## src/rtl/fifo_if.sv

```systemverilog
// fifo_if: producer/consumer handshake bundle for the byte FIFO
interface fifo_if #(parameter int WIDTH = 8);
  logic             w_en;
  logic             r_en;
  logic [WIDTH-1:0] data_in;
  logic             full_flag;
  logic             empty_flag;
  logic [WIDTH-1:0] data_out;
  modport master (output w_en, r_en, data_in, input full_flag, empty_flag, data_out);
  modport slave  (input w_en, r_en, data_in, output full_flag, empty_flag, data_out);
endinterface

```

## src/rtl/fifo.sv

```systemverilog
// fifo: single-clock FIFO with registered read data and occupancy-decoded full/empty flags
module fifo #(
  parameter int WIDTH  = 8,
  parameter int DEPTH  = 8,
  parameter int ADDR_W = 3
) (
  input logic   clk,
  input logic   rst_n,
  fifo_if.slave bus
);
  logic [WIDTH-1:0]  mem [DEPTH];
  logic [ADDR_W-1:0] wptr;
  logic [ADDR_W-1:0] rptr;
  logic [ADDR_W:0]   count;
  logic              wr_ok;
  logic              rd_ok;
  // Flags come from the registered count, so they move on the same edge as the transfer
  assign bus.full_flag  = count == (ADDR_W+1)'(DEPTH);
  assign bus.empty_flag = count == '0;
  assign wr_ok = bus.w_en && !bus.full_flag;
  assign rd_ok = bus.r_en && !bus.empty_flag;
  // Storage needs no reset: an entry is only read after it has been written
  always_ff @(posedge clk)
    if (wr_ok) mem[wptr] <= bus.data_in;
  // Pointers wrap naturally at DEPTH (power of two); data_out holds unless a read is accepted
  always_ff @(posedge clk or negedge rst_n)
    if (!rst_n) begin
      wptr         <= '0;
      rptr         <= '0;
      count        <= '0;
      bus.data_out <= '0;
    end else begin
      if (wr_ok) wptr <= wptr + 1'b1;
      if (rd_ok) begin
        rptr         <= rptr + 1'b1;
        bus.data_out <= mem[rptr];
      end
      count <= count + (ADDR_W+1)'(wr_ok) - (ADDR_W+1)'(rd_ok);
    end
endmodule

```

## src/flat_wrapper.sv

```systemverilog
// flat-port wrapper written by rule: the top's interface ports become plain ports
module fifo_flat 
#(
  parameter int WIDTH  = 8,
  parameter int DEPTH  = 8,
  parameter int ADDR_W = 3
)
  (clk, rst_n, bus_w_en, bus_r_en, bus_data_in, bus_full_flag, bus_empty_flag, bus_data_out);
  fifo_if #(.WIDTH(WIDTH)) bus_i ();
  input logic clk;
  input logic rst_n;
  input wire logic [$bits(bus_i.w_en)-1:0] bus_w_en;
  input wire logic [$bits(bus_i.r_en)-1:0] bus_r_en;
  input wire logic [$bits(bus_i.data_in)-1:0] bus_data_in;
  output wire logic [$bits(bus_i.full_flag)-1:0] bus_full_flag;
  output wire logic [$bits(bus_i.empty_flag)-1:0] bus_empty_flag;
  output wire logic [$bits(bus_i.data_out)-1:0] bus_data_out;
  assign bus_i.w_en = bus_w_en;
  assign bus_i.r_en = bus_r_en;
  assign bus_i.data_in = bus_data_in;
  assign bus_full_flag = bus_i.full_flag;
  assign bus_empty_flag = bus_i.empty_flag;
  assign bus_data_out = bus_i.data_out;
  fifo #(.WIDTH(WIDTH), .DEPTH(DEPTH), .ADDR_W(ADDR_W)) u_core (.clk(clk), .rst_n(rst_n), .bus(bus_i));
endmodule
```

## config.mk

```make
export PLATFORM = sky130hd
export DESIGN_NAME = fifo_flat
export DESIGN_NICKNAME = d
export VERILOG_FILES = /design/src/rtl/fifo_if.sv /design/src/rtl/fifo.sv /design/src/flat_wrapper.sv
export SDC_FILE = /design/constraint.sdc
export NUM_CORES = 1
export LEC_CHECK = 0
export BUFFER_PORTS_ARGS = -buffer_cell sky130_fd_sc_hd__buf_2
export CAP_MARGIN = 10
export CORE_UTILIZATION = 54
export DETAILED_ROUTE_END_ITERATION = 7
export PLACE_DENSITY = 0.75
export SLEW_MARGIN = 40
export SYNTH_ARGS = -nofsm -noshare
export SYNTH_HDL_FRONTEND = slang
export SYNTH_SLANG_ARGS = --single-unit
```

## constraint.sdc

```tcl
create_clock -name clk -period 2.3 [get_ports clk]
set_input_delay 0.46 -clock clk [delete_from_list [all_inputs] [get_ports clk]]
set_output_delay 0.46 -clock clk [all_outputs]
set_load 0.01 [all_outputs]
```

==> summary.txt <==
Floorplan
  – Die area: 6680 um^2
  – Core area: 6030 um^2
  – Std cell rows: 28
  – DIE WIDTH: 81.8 um
  – Initial Util: 57.0%
  – Ports: 22
  – DIE HEIGHT: 81.8 um

Clocking
  – Clock network latency to the later pin of the worst-skew pair: 350 ps
  – Setup bufs post-CTS: 0
  – Max H-tree Level: 3
  – TritonCTS clock tree: built
  – Clk buf depth: 2
  – Root Buffer: clkbuf_8
  – Reg clk slew, reported paths: 80 ps
  – Clock sink count: 82
  – Num CTS Buffers: 9

Synthesis
  – Synth unique cells: 31
  – Mapped Nets: 229
  – Number of synthesized flops with an enable pin: 64
  – Synth Warn #: 0
  – Yosys reg bits: 82
  – Syn Area/Cell: 16.5 um^2
  – FFs w/ async S/R, synth: 22.0%
  – Post-Synthesis Cell Area: 3430 um^2
  – Cells after synthesis: 208
  – Sequential share of the synthesized area: 69.1%
  – Primary FF master, synth: edfxtp_1

Pwr
  – Switching Fraction: 34.3%
  – VDD IR max: 0.00104 V
  – P per Cell Area: 1240 nW/um^2
  – Pleak: 1.43 nW
  – P_sw: 1.61 mW
  – Power Total: 4.68 mW
  – Combinational share of power: 35.2%
  – Flop pwr share: 45.4%
  – Clk pwr share: 19.4%
  – Cell Int Power: 3.07 mW

Timing
  – Final hold vios: 0
  – Worst-Margin Slew: 752 ps
  – Max Clk Rate: 0.466 GHz
  – Setup TNS: 0 ps
  – Final setup fails: 0
  – Final number of max-transition violations: 0
  – Crit share post-route: 93.3%
  – Min Tclk post-route: 2150 ps
  – Worst slew margin: 49.7%
  – Clk_skew: 7.34 ps
  – Final WS setup: 154 ps

Cells and area
  – P&R area growth vs syn: 10.2%
  – Layout cell share with drive strength beyond 1: 30.6%
  – Fin nets: 258
  – Inserted Diodes: 0
  – Storage element area: 2370 um^2
  – Multi-input combinational cell area: 951 um^2
  – Number of fillers in the final layout: 444
  – Final core occ: 62.8%

Global route
  – Largest net degree at the start of global routing: 35
  – First-pass GRT wire length: 9.89 mm
  – Vias in the first global route: 1809
  – Gr ovfl total: 0
  – Antenna violations before repair: 0
  – GRT Util Overall: 21.8%

Worst setup path
  – Crit path arrival time: 2400 ps
  – CP Class: reg2reg
  – Startpoint Class: flop
  – R2R cell count: 11
  – Worst Path Max Fanout: 3
  – CP required: 2550 ps
  – Crit path capture type: flop

Route
  – Drt drc: 0
  – Vias per inst: 5.63
  – Routed vias: 1786
  – Post-Route WL: 6.38 mm
  – DR iter-0 viols: 174
  – Final ANT Viol Nets: 0
  – Routed wire length per instance: 20.1 um
  – Drt pass-1 iters: 4

Placed design
  – Gpl congestion: 0.704
  – PortBufs: 21
  – Detail Placement HPWL: 3.94 mm
  – Place WS: 94.1 ps

Flow run
  – Max_cap viols: 0

Hold path
  – Hold Path Class: in2async

Run status
  – Status: complete, no violations
## layer usage
metal  routed length (um)  global-route usage, %
met4                   85                   7.37
met3                  329                   6.67
met1                 2900                   28.8
met2                 3060                   34.2
met5                    0                      0
## sequential cells by signal, indices dropped and copies added, names as in the netlist
signal	flops
u_core.mem	64
u_core.bus.data_out	8
u_core.count	4
u_core.rptr	3
u_core.wptr	3
## placed cells by master (no fill, tap or decap), types with 3 or more instances in the layout
cell | Yosys | layout
ha_1 | 8 | 8
buf_2 | 1 | 21
a22o_1 | 8 | 8
o22ai_1 | 8 | 8
xnor2_1 | 5 | 5
clkinvlp_4 | 0 | 3
mux2_2 | 17 | 17
nand2b_1 | 4 | 4
buf_4 | 1 | 4
o21ai_0 | 8 | 8
clkbuf_8 | 0 | 9
edfxtp_1 | 64 | 64
dfrtp_1 | 18 | 18
inv_1 | 12 | 12
o31ai_2 | 8 | 8
nor2_2 | 0 | 6
nand2_1 | 3 | 3
mux2i_1 | 16 | 16
## cells in the mapped netlist (3+ instances only)
library cell   n  share of area [%]
edfxtp_1      64                 56
dfrtp_1       18                 13
mux2_2        17                5.6
mux2i_1       16                4.7
inv_1         12                1.3
a22o_1         8                2.0
ha_1           8                2.9
o21ai_0        8                1.2
o22ai_1        8                1.5
o31ai_2        8                2.9
nor2_1         7               0.77
xnor2_1        5                1.3
nand2b_1       4               0.73
nand2_1        3               0.33
## worst max-delay path, cell delays in order (launching register included)
cell and delay (ps):
dfrtp_1 360, inv_1 100, ha_1 150, nor3b_2 180
nand2b_1 150, inv_1 50, ha_1 270, inv_1 50
ha_1 150, inv_1 50, fa_1 480, inv_1 40
## final timing paths
path | from | to | slack [ps]
worst max register to register | u_core.count[2] | u_core.count[1] | 150
max in group asynchronous | rst_n | u_core.bus.data_out[6] | 1950
worst min-delay path | rst_n | u_core.bus.data_out[7] | 40
min in group clk | bus_data_in[0] | u_core.mem[1][0] | 370
worst min register to register | u_core.bus.data_out[1] | u_core.bus.data_out[1] | 530
worst max-delay path | u_core.count[2] | u_core.count[1] | 150
## metrics by stage
step	area, um^2	instances	hold slack, ps
after global routing	3790	317	50.0
final	3790	317	38.7
after global placement	3600	301	435
after floorplan	3430	208	164
after CTS	3770	317	46.9
after detailed placement	3600	301	430
## cells by family (layout without fill, tap and decap cells)
family	after synthesis	after routing	share of synthesized area, %
compound gates	34	34	7.94
xor+xnor	6	6	1.53
fa+ha+maj	9	9	3.50
buf+inv	20	54	3.82
flops	82	82	69.1
mux	34	34	10.6
simple gates	23	23	3.57
## power groups by stage
stage / registers, mW / clock network (mW) / logic (mW)
2_1_floorplan: 2.15 / 0 / 1.25
3_3_place_gp: 2.14 / 0 / 1.57
3_5_place_dp: 2.16 / 0 / 1.62
4_1_cts: 2.12 / 0.922 / 1.63
5_1_grt: 2.16 / 0.991 / 1.80
6_report: 2.12 / 0.909 / 1.64
## cell type report
| cell class | instances | share of cell area, % |
|---|---|---|
| sequential | 82 | 62.7 |
| clock inverter | 7 | 1.19 |
| clock buffer | 9 | 3.27 |
| inverter | 12 | 1.19 |
| timing repair buffer | 26 | 4.10 |
| tap | 75 | 2.48 |
| multi-input combinational | 106 | 25.1 |
## repair_timing
action	in CTS	in global routing
resized for setup	0	1
hold buffers	0	0
endpoints found under the setup margin	0	3
Note: power is estimated with default switching activity, not from simulation.
